==> src/rtl/seven_seg_pkg.sv <==
// Shared types and helpers for the seven-segment scanner.
// Holds the scan FSM state enum, the blank segment word and the leading-zero mask helper.
package seven_seg_pkg;

  typedef enum logic [0:0] {ST_BLANK, ST_SHOW} state_e;

  localparam logic [7:0] SEG_OFF = 8'h00;
  localparam int unsigned MAX_DIGITS = 16;

  // Bit i set when digit i should be shown: digit 0 always, others only at or
  // below the highest non-zero nibble.
  function automatic logic [MAX_DIGITS-1:0] digit_mask(input logic [4*MAX_DIGITS-1:0] val);
    logic seen;
    logic [MAX_DIGITS-1:0] mask;
    seen = 1'b0;
    mask = '0;
    for (int i = MAX_DIGITS - 1; i >= 0; i--) begin
      if (val[4*i +: 4] != 4'h0) seen = 1'b1;
      mask[i] = seen || (i == 0);
    end
    return mask;
  endfunction

endpackage

==> src/rtl/hex_to_seven_segment.sv <==
// Hex nibble to seven-segment pattern, active-high, bit order g..a.
module hex_to_seven_segment (
  input  logic [3:0] hex,
  output logic [6:0] seg
);

  always_comb begin
    seg = 7'h00;
    unique case (hex)
      4'h0: seg = 7'h3F;
      4'h1: seg = 7'h06;
      4'h2: seg = 7'h5B;
      4'h3: seg = 7'h4F;
      4'h4: seg = 7'h66;
      4'h5: seg = 7'h6D;
      4'h6: seg = 7'h7D;
      4'h7: seg = 7'h07;
      4'h8: seg = 7'h7F;
      4'h9: seg = 7'h6F;
      4'hA: seg = 7'h77;
      4'hB: seg = 7'h7C;
      4'hC: seg = 7'h39;
      4'hD: seg = 7'h5E;
      4'hE: seg = 7'h79;
      4'hF: seg = 7'h71;
      default: seg = 7'h00;
    endcase
  end

endmodule

==> src/rtl/seven_segment_scanner.sv <==
// Time-multiplexed seven-segment driver with per-digit blanking gap and frame-aligned updates.
// Define SEVEN_SEG_LZB_EN to darken leading-zero digits.
module seven_segment_scanner
  import seven_seg_pkg::*;
#(
  parameter int unsigned NUM_DIGITS   = 4,
  parameter int unsigned DIGIT_CYCLES = 100000,
  parameter int unsigned BLANK_CYCLES = 1000,
  parameter bit          ACTIVE_LOW   = 1'b1
) (
  input  logic                    clk,
  input  logic                    rst_n,
  input  logic [4*NUM_DIGITS-1:0] value,
  input  logic [NUM_DIGITS-1:0]   dp,
  input  logic                    load,
  input  logic [NUM_DIGITS-1:0]   digit_en,
  output logic [7:0]              seg,
  output logic [NUM_DIGITS-1:0]   an,
  output logic                    frame_done
);

  localparam int unsigned MAX_CYC = (DIGIT_CYCLES > BLANK_CYCLES) ? DIGIT_CYCLES : BLANK_CYCLES;
  localparam int unsigned CW      = $clog2(MAX_CYC + 1);
  localparam int unsigned IW      = (NUM_DIGITS > 1) ? $clog2(NUM_DIGITS) : 1;

  // Counter holds remaining cycles minus one; reset loads BLANK_CYCLES so the
  // first blank after reset includes the reset cycle itself.
  localparam logic [CW-1:0] DIG_LOAD = CW'(DIGIT_CYCLES - 1);
  localparam logic [CW-1:0] BLK_LOAD = CW'((BLANK_CYCLES > 0) ? BLANK_CYCLES - 1 : 0);
  localparam logic [CW-1:0] BLK_RST  = CW'(BLANK_CYCLES);
  localparam logic [IW-1:0] LAST_IDX = IW'(NUM_DIGITS - 1);

  state_e                  state_q, state_d;
  logic [IW-1:0]           idx_q, idx_d;
  logic [CW-1:0]           cnt_q, cnt_d;
  logic [4*NUM_DIGITS-1:0] pend_q, pend_d, disp_q, disp_d;
  logic [NUM_DIGITS-1:0]   pend_dp_q, pend_dp_d, disp_dp_q, disp_dp_d;
  logic                    pend_vld_q, pend_vld_d;
  logic [7:0]              seg_q, seg_d;
  logic [NUM_DIGITS-1:0]   an_q, an_d;
  logic                    fd_q, fd_d;
  logic                    boundary;
  logic [3:0]              nibble;
  logic [6:0]              dec;
  logic [NUM_DIGITS-1:0]   mask;

  always_comb begin
    state_d    = state_q;
    idx_d      = idx_q;
    cnt_d      = cnt_q;
    pend_d     = pend_q;
    pend_dp_d  = pend_dp_q;
    pend_vld_d = pend_vld_q;
    disp_d     = disp_q;
    disp_dp_d  = disp_dp_q;
    boundary   = 1'b0;

    if (load) begin
      pend_d     = value;
      pend_dp_d  = dp;
      pend_vld_d = 1'b1;
    end

    unique case (state_q)
      ST_BLANK: begin
        if (cnt_q == '0) begin
          state_d = ST_SHOW;
          cnt_d   = DIG_LOAD;
        end else begin
          cnt_d = cnt_q - 1'b1;
        end
      end
      ST_SHOW: begin
        if (cnt_q == '0) begin
          boundary = (idx_q == LAST_IDX);
          idx_d    = boundary ? '0 : idx_q + 1'b1;
          if (BLANK_CYCLES == 0) begin
            state_d = ST_SHOW;
            cnt_d   = DIG_LOAD;
          end else begin
            state_d = ST_BLANK;
            cnt_d   = BLK_LOAD;
          end
        end else begin
          cnt_d = cnt_q - 1'b1;
        end
      end
      default: state_d = ST_BLANK;
    endcase

    // A load on the boundary cycle is already in pend_d and lands in this frame.
    if (boundary && pend_vld_d) begin
      disp_d     = pend_d;
      disp_dp_d  = pend_dp_d;
      pend_vld_d = 1'b0;
    end
  end

  assign nibble = disp_d[{idx_d, 2'b00} +: 4];

  hex_to_seven_segment u_dec (
    .hex (nibble),
    .seg (dec)
  );

`ifdef SEVEN_SEG_LZB_EN
  logic [MAX_DIGITS-1:0] lz_mask;
  assign lz_mask = digit_mask((4*MAX_DIGITS)'(disp_d));
  assign mask    = digit_en & lz_mask[NUM_DIGITS-1:0];
`else
  assign mask    = digit_en;
`endif

  always_comb begin
    an_d  = '0;
    seg_d = SEG_OFF;
    fd_d  = boundary;
    if (state_d == ST_SHOW && mask[idx_d]) begin
      an_d[idx_d] = 1'b1;
      seg_d       = {disp_dp_d[idx_d], dec};
    end
  end

  always_ff @(posedge clk) begin
    if (!rst_n) begin
      state_q    <= ST_BLANK;
      idx_q      <= '0;
      cnt_q      <= BLK_RST;
      pend_q     <= '0;
      pend_dp_q  <= '0;
      pend_vld_q <= 1'b0;
      disp_q     <= '0;
      disp_dp_q  <= '0;
      seg_q      <= SEG_OFF;
      an_q       <= '0;
      fd_q       <= 1'b0;
    end else begin
      state_q    <= state_d;
      idx_q      <= idx_d;
      cnt_q      <= cnt_d;
      pend_q     <= pend_d;
      pend_dp_q  <= pend_dp_d;
      pend_vld_q <= pend_vld_d;
      disp_q     <= disp_d;
      disp_dp_q  <= disp_dp_d;
      seg_q      <= seg_d;
      an_q       <= an_d;
      fd_q       <= fd_d;
    end
  end

  assign seg        = ACTIVE_LOW ? ~seg_q : seg_q;
  assign an         = ACTIVE_LOW ? ~an_q : an_q;
  assign frame_done = fd_q;

endmodule

==> config.mk <==
export PLATFORM = sky130hd
export DESIGN_NAME = seven_segment_scanner
export DESIGN_NICKNAME = d
export VERILOG_FILES = /design/src/rtl/seven_seg_pkg.sv /design/src/rtl/hex_to_seven_segment.sv /design/src/rtl/seven_segment_scanner.sv
export SDC_FILE = /design/constraint.sdc
export NUM_CORES = 1
export LEC_CHECK = 0
export BUFFER_PORTS_ARGS = -buffer_cell sky130_fd_sc_hd__buf_2
export CORE_UTILIZATION = 63
export DETAILED_ROUTE_END_ITERATION = 16
export PLACE_DENSITY = 0.84
export SKIP_LAST_GASP = 1
export SYNTH_ARGS = -nofsm -noshare
export SYNTH_HDL_FRONTEND = slang
export SYNTH_SLANG_ARGS = --single-unit
==> constraint.sdc <==
create_clock -name clk -period 5.9 [get_ports clk]
set_input_delay 0.885 -clock clk [delete_from_list [all_inputs] [get_ports clk]]
set_output_delay 0.885 -clock clk [all_outputs]
set_load 0.05 [all_outputs]
==> metrics.cfg, run 1 <==
[run_status]
status=complete, no violations

[clock_network]
numCtsBuffers=9
cts_tree=done
cts.htree.levels=3
clk_pin_slew_ns=0.08
postCtsSetupBuffers=0
hold_buffers=0
clkSinkCount=74
clockBufferDepth=2
cts_resized=0
clk_latency_ns=0.35
cts-root-buf=clkbuf_8

[die]
pin_count=40
die_w_um=77.8
rows=27
dieArea_mm2=0.00605
core_area_mm2=0.00551
start_util_pct=65.7
die_h_um=77.8

[setup_path]
cp_max_fo=15
critical-path-max-stage-delay_ns=0.66
ff2ff_path_depth=13
crit_type=reg -> reg
crit_chain=inv_1 > ha_1 > or4b_1 > nor4_4 > and2_4 > mux2i_2 > mux2i_1 > mux2i_2 > inv_1 > ha_1 > mux2i_1 > nor2_1 > nor3_1
path_delay_family=simple AND/OR/NAND/NOR gates
r2r_start=cnt_q[0]
r2r_setup_slack_ns=1.86
crit_buf_inv=2
critPathRequiredTime_ns=6.17
critPathLaunchType=register
r2r-end=seg_q[5]
cp-end-kind=register
cp_slowest_cell=nor4_4
crit_path_start=cnt_q[0]
cp.arrival_ns=4.31

[drt]
num_vias=2784
vias_per_cell=5.73
route.detailed.wl_per_inst_um=15.3
drc=0
first_iter_violations=195
ant_nets=0
drt_first_pass_iters=4
routed_wirelength_um=7430

[pwr]
vdd.ir_drop.worst_v=0.000254
seq_power_share_pct=50.5
powerDensity_mw_per_mm2=258
p_leak_nw=1.59
clkPwrFrac_pct=43.0
p_sw_uw=232
p_int_uw=809
swShare_pct=22.3
power_frac_comb_pct=6.4

[grt]
grt_usage_pct=26.3
grt_max_degree=55
antenna_found_initial=0
grt_pass1_vias=2624
grt_pass1_wl_um=12300
gr-total-overflow=0

[place]
hpwl_um=5210
dp.cells=470
placed_area_mm2=0.00380
gp_congestion=0.858
port_buffers=39

[layout]
seqCellArea_mm2=0.00148
area_growth_syn_to_layout_pct=11.5
fill_cells=410
stdcell_count=486
fin_nets=446
design_area_mm2=0.00403
drive_gt1_share_pct=20.5
diodes=0
multi_input_comb_area_mm2=0.00196

[yosys]
netlist_instances=379
netlist_top_cells_count=dfxtp_1, mux2i_1, nor2b_1, nor2_1, inv_1
ys_seq_area_share_pct=41.0
yosysTopAreaCellShare_pct=41.0
synthesis.area_mm2=0.00362
ys_ff_latch=74
synth_nets=416
yosysUniqueCellTypes=57
yosys_warnings=0
syn_area_per_cell_um2=9.54
synth_ff_type=dfxtp_1
ys_async_sr_fraction_pct=0
yosys.cell_count.top_type=dfxtp_1
post-synth-top-area-cell=dfxtp_1
synth_edf_count=0
synthTopCellsByArea=dfxtp_1, mux2i_1, nor2b_1

[worst_hold_path]
hp-start=disp_dp_q[0]
worstHoldPathCells=2
hp-class=reg -> reg
hold_end=disp_dp_q[0]

[timing]
fmax_mhz=248
hold_viol_final=0
tns_ns=0
rsz0062_at_grt=no
min_period_ns=4.04
maxSlewHeadroom_pct=26.0
finClkSkew_ns=0.00600
setup_viol=0
holdWs_ns=0.504
tightest_slew_ns=1.11
finalCritPeriodShare_pct=68.4
final_max_slew_viol_count=0

[run]
max_cap_violations=0

-- per-layer routing --
layer,part of all wire [%],global-route usage (%)
met5,0,0
met2,46,41.2
met3,4.8,5.41
met4,3.0,14.3
met1,47,33.8
-- power groups by stage --
stage / Sequential [mW] / Clock [mW] / Combinational (mW)
final: 0.525 / 0.448 / 0.0671
after detailed placement: 0.537 / 0 / 0.0666
after CTS: 0.525 / 0.451 / 0.0668
after floorplan: 0.533 / 0 / 0.0487
after global routing: 0.527 / 0.474 / 0.0736
after global placement: 0.536 / 0 / 0.0655
-- worst min-delay path: stages (launching register included) --
cell and delay, ns:
dfxtp_1 0.32, nand2_1 0.08, a21boi_1 0.06
-- cell type report --
type,count,share of cell area [%]
Clock buffer,12,3.85
Clock inverter,4,1.83
Inverter,20,1.86
Multi-Input combinational cell,265,48.7
Sequential cell,74,36.7
Tap cell,72,2.23
Timing Repair Buffer,39,4.84
-- cells in the final DEF (no fill, tap or decap), types with 4 or more instances in the layout --
cell type / instances
a21boi_0: 8
a21oi_1: 13
a2bb2oi_1: 4
and2_1: 10
and4_1: 5
buf_2: 39
clkbuf_8: 11
dfxtp_1: 74
ha_1: 10
inv_1: 20
mux2_2: 7
mux2i_1: 30
nand2_1: 8
nand2b_1: 6
nand3b_1: 5
nor2_1: 23
nor2_2: 7
nor2b_1: 27
nor3_1: 9
nor4_1: 7
o211ai_1: 5
o21ai_0: 14
o22ai_1: 4
or3_1: 5
xnor2_1: 14
-- state kept, by name, summed over array words and instances (netlist names) --
| register | flops |
|---|---|
| pend_vld_q | 1 |
| seg_q | 8 |
| pend_q | 16 |
| an_q | 4 |
| idx_q | 2 |
| disp_q | 16 |
| disp_dp_q | 4 |
| frame_done | 1 |
| cnt_q | 17 |
| state_q | 1 |
| pend_dp_q | 4 |
-- cells by family (layout without fill, tap and decap cells) --
| family | count (synthesis) | after routing | share of synthesized area [%] |
|---|---|---|---|
| multiplexers | 40 | 40 | 11.9 |
| AND/OR/NAND/NOR | 134 | 134 | 22.6 |
| adder cells (fa/ha/maj) | 10 | 10 | 3.46 |
| AO/OA/AOI/OAI | 65 | 65 | 12.5 |
| XOR/XNOR | 16 | 16 | 3.87 |
| flip-flops | 74 | 74 | 41.0 |
| buffers and inverters | 40 | 75 | 4.77 |
-- worst max-delay path by stage --
| stage | endpoint | slack, ns | cells after the start |
|---|---|---|---|
| floorplan | seg_q[1] | 2.41 | 13 |
| global placement | seg_q[0] | 1.99 | 8 |
| detailed placement | seg_q[5] | 1.90 | 13 |
| CTS | seg_q[5] | 1.89 | 13 |
| global route | seg_q[5] | 1.61 | 13 |
| finish | seg_q[5] | 1.86 | 13 |
-- stage by stage --
step / setup WS, ns / utilization, % / power [mW]
after global placement: 1.99 / 69.1 / 0.601
after detailed placement: 1.90 / 69.1 / 0.603
after floorplan: 2.41 / - / 0.582
after global routing: 1.61 / 73.3 / 1.07
final: 1.86 / 73.3 / 1.04
after CTS: 1.89 / 73.3 / 1.04
(Power assumes the default switching activity.)
==> inputs of run 2 (changes only) <==
--- a/config.mk
+++ b/config.mk
@@ -6,9 +6,9 @@
 export NUM_CORES = 1
 export LEC_CHECK = 0
 export BUFFER_PORTS_ARGS = -buffer_cell sky130_fd_sc_hd__buf_2
-export CORE_UTILIZATION = 63
+export CORE_UTILIZATION = 58
 export DETAILED_ROUTE_END_ITERATION = 16
-export PLACE_DENSITY = 0.84
+export PLACE_DENSITY = 0.78
 export SKIP_LAST_GASP = 1
 export SYNTH_ARGS = -nofsm -noshare
 export SYNTH_HDL_FRONTEND = slang
==> constraint.sdc (replaced) <==
create_clock -name clk -period 4 [get_ports clk]
set_input_delay 0.6 -clock clk [delete_from_list [all_inputs] [get_ports clk]]
set_output_delay 0.6 -clock clk [all_outputs]
set_load 0.05 [all_outputs]
==> run 2 against run 1 <==
Against the previous run:
- worst hold slack worse by 0.030 ns
- first-iteration DRC count is 7.7% higher
- via count is 0.54% lower
- critical endpoint is now seg_q[1]
- critical path depth is 2 higher
- clock skew is 0.0032 ns higher
- largest cell class unchanged
==> metrics.cfg, run 2 (synthesis gave the netlist of run 1 again) <==
[layout]
area_growth_syn_to_layout_pct=12.6  ; was 11.5%
layout_common_cells=dfxtp_1, buf_2, mux2i_1  ; unchanged
diodes=0  ; unchanged
layout_commonest_cell=dfxtp_1  ; unchanged
fin_nets=454  ; was 446
drive_gt1_share_pct=22.3  ; was 20.5%
largest_reg_flops=17  ; unchanged
reg_top3=cnt_q (17), disp_q (16), pend_q (16)  ; unchanged
regMostFlops=cnt_q  ; unchanged

[setup_path]
crit_buf_inv=4  ; was 2
ff2ff_path_depth=15  ; was 13
r2r_setup_slack_ns=0.51  ; was 1.86 ns
cp_slowest_cell=or4b_1  ; was nor4_4
crit_end=seg_q[1]  ; was seg_q[5]
r2r-end=seg_q[1]  ; was seg_q[5]
cp.depth=15  ; was 13
critical-path-max-stage-delay_ns=0.50  ; was 0.66 ns
cp_max_fo=9  ; was 15
critPathRequiredTime_ns=4.27  ; was 6.17 ns
crit_chain=inv_1 > ha_1 > or4b_1 > nor4_4 > buf_4 > and2_4 > mux2i_2 > buf_4 > mux2i_1 > mux2_2 > inv_1 > ha_1 > nor2_1 > a211oi_1 > a211oi_1  ; was inv_1 > ha_1 > or4b_1 > nor4_4 > and2_4 > mux2i_2 > mux2i_1 > mux2i_2 > inv_1 > ha_1 > mux2i_1 > nor2_1 > nor3_1
cp-end-kind=register  ; unchanged
crit_type=reg -> reg  ; unchanged
r2r_start=cnt_q[0]  ; unchanged
crit_path_start=cnt_q[0]  ; unchanged
cp.arrival_ns=3.76  ; was 4.31 ns
path_delay_family=simple AND/OR/NAND/NOR gates  ; unchanged
critPathLaunchType=register  ; unchanged

[place]
gp_congestion=0.853  ; was 0.858
port_buffers=39  ; unchanged
hpwl_um=5410  ; was 5210 µm

[pwr]
power_mw=1.46  ; was 1.04 mW
p_leak_nw=1.61  ; was 1.59 nW
vdd.ir_drop.worst_v=0.000236  ; was 0.000254 V
powerDensity_mw_per_mm2=360  ; was 258 mW/mm²

[clock_network]
cts-root-buf=clkbuf_8  ; unchanged
numCtsBuffers=9  ; unchanged
postCtsSetupBuffers=0  ; unchanged
clkSinkCount=74  ; unchanged
hold_buffers=0  ; unchanged
clk_pin_slew_ns=0.08  ; about the same
cts_tree=done  ; unchanged
clockBufferDepth=2  ; unchanged
cts_resized=0  ; unchanged
clk_latency_ns=0.35  ; about the same
cts.htree.levels=3  ; unchanged

[drt]
met1_length_um=3650  ; was 3460 µm
wl_met3_um=331  ; was 354 µm
num_vias=2769  ; was 2,784
drt_first_pass_iters=4  ; unchanged
first_iter_violations=210  ; was 195
vias_per_cell=5.57  ; was 5.73
ant_nets=0  ; unchanged
drc=0  ; unchanged
routed-wl-met2_um=3370  ; was 3400 µm
routed.top_layer=met4  ; unchanged
route.detailed.wl_per_inst_um=15.2  ; was 15.3 µm
routed_wirelength_um=7560  ; was 7430 µm

[timing]
tightest_slew_ns=0.767  ; was 1.11 ns
finClkSkew_ns=0.00918  ; was 0.00600 ns
hold_viol_final=0  ; unchanged
holdWs_ns=0.474  ; was 0.504 ns
tns_ns=0  ; unchanged
final_max_slew_viol_count=0  ; unchanged
fmax_mhz=287  ; was 248 MHz
finalCritPeriodShare_pct=87.2  ; was 68.4%
min_period_ns=3.49  ; was 4.04 ns
rsz0062_at_grt=no  ; unchanged
maxSlewHeadroom_pct=48.9  ; was 26.0%
setup_viol=0  ; unchanged

[die]
dieArea_mm2=0.00656  ; was 0.00605 mm²
pin_count=40  ; unchanged
rows=28  ; was 27
die_h_um=81.0  ; was 77.8 µm
start_util_pct=60.7  ; was 65.7%
die_w_um=81.0  ; was 77.8 µm
core_area_mm2=0.00596  ; was 0.00551 mm²

[worst_hold_path]
hp-class=reg -> reg  ; unchanged
worstHoldPathCells=2  ; unchanged

[grt]
grt_pass1_wl_um=12500  ; was 12,300 µm
grt_usage_pct=25.4  ; was 26.3%
antenna_found_initial=0  ; unchanged
grt_pass1_vias=2637  ; was 2,624
gr-total-overflow=0  ; unchanged
grt_max_degree=55  ; unchanged

[run_status]
status=complete, no violations  ; unchanged

[run]
max_cap_violations=0  ; unchanged

==> run 2: metal layers <==
layer	up-vias	track usage, %
met5	-	0
met4	0	12.5
met3	18	5.17
met2	62	37.9
met1	1301	34.8
li1	1388	-
==> run 2: worst register-to-register path, stage by stage (launching register included) <==
cell and delay [ns]:
dfxtp_1 0.31, inv_1 0.09, ha_1 0.18, or4b_1 0.50
nor4_4 0.25, buf_4 0.20, and2_4 0.17, mux2i_2 0.20
buf_4 0.22, mux2i_1 0.20, mux2_2 0.24, inv_1 0.11
ha_1 0.32, nor2_1 0.13, a211oi_1 0.06, a211oi_1 0.23
==> run 2: power breakdown <==
part	switching [mW]	leakage [nW]	internal, mW
combinational	0.0498	0.908	0.0495
sequential	0.0167	0.602	0.758
clock	0.284	0.103	0.306
total	0.350	1.61	1.11
==> run 2: worst min-delay path by stage <==
stage,startpoint,end
2_1_floorplan,disp_dp_q[0],disp_dp_q[0]
3_3_place_gp,disp_dp_q[0],disp_dp_q[0]
3_5_place_dp,disp_dp_q[0],disp_dp_q[0]
4_1_cts,disp_dp_q[0],disp_dp_q[0]
5_1_grt,disp_dp_q[0],disp_dp_q[0]
6_report,disp_dp_q[0],disp_dp_q[0]
==> run 2: cell type report <==
| type | instances | area [µm²] |
|---|---|---|
| Clock buffer | 10 | 138 |
| Multi-Input combinational cell | 265 | 1960 |
| Sequential cell | 74 | 1480 |
| Tap cell | 75 | 93.8 |
| Fill cell | 493 | 1880 |
| Clock inverter | 6 | 65.1 |
| Timing Repair Buffer | 47 | 255 |
| Inverter | 20 | 75.1 |
==> run 2: through the flow <==
stage / worst slack [ns] / cells / util (%) / area (µm²)
3_3_place_gp: 0.684 / 481 / 65.0 / 3870
2_1_floorplan: 0.730 / 379 / - / 3620
4_1_cts: 0.535 / 497 / 68.4 / 4070
3_5_place_dp: 0.557 / 481 / 65.0 / 3870
5_1_grt: 0.178 / 497 / 68.4 / 4070
6_report: 0.512 / 497 / 68.4 / 4070
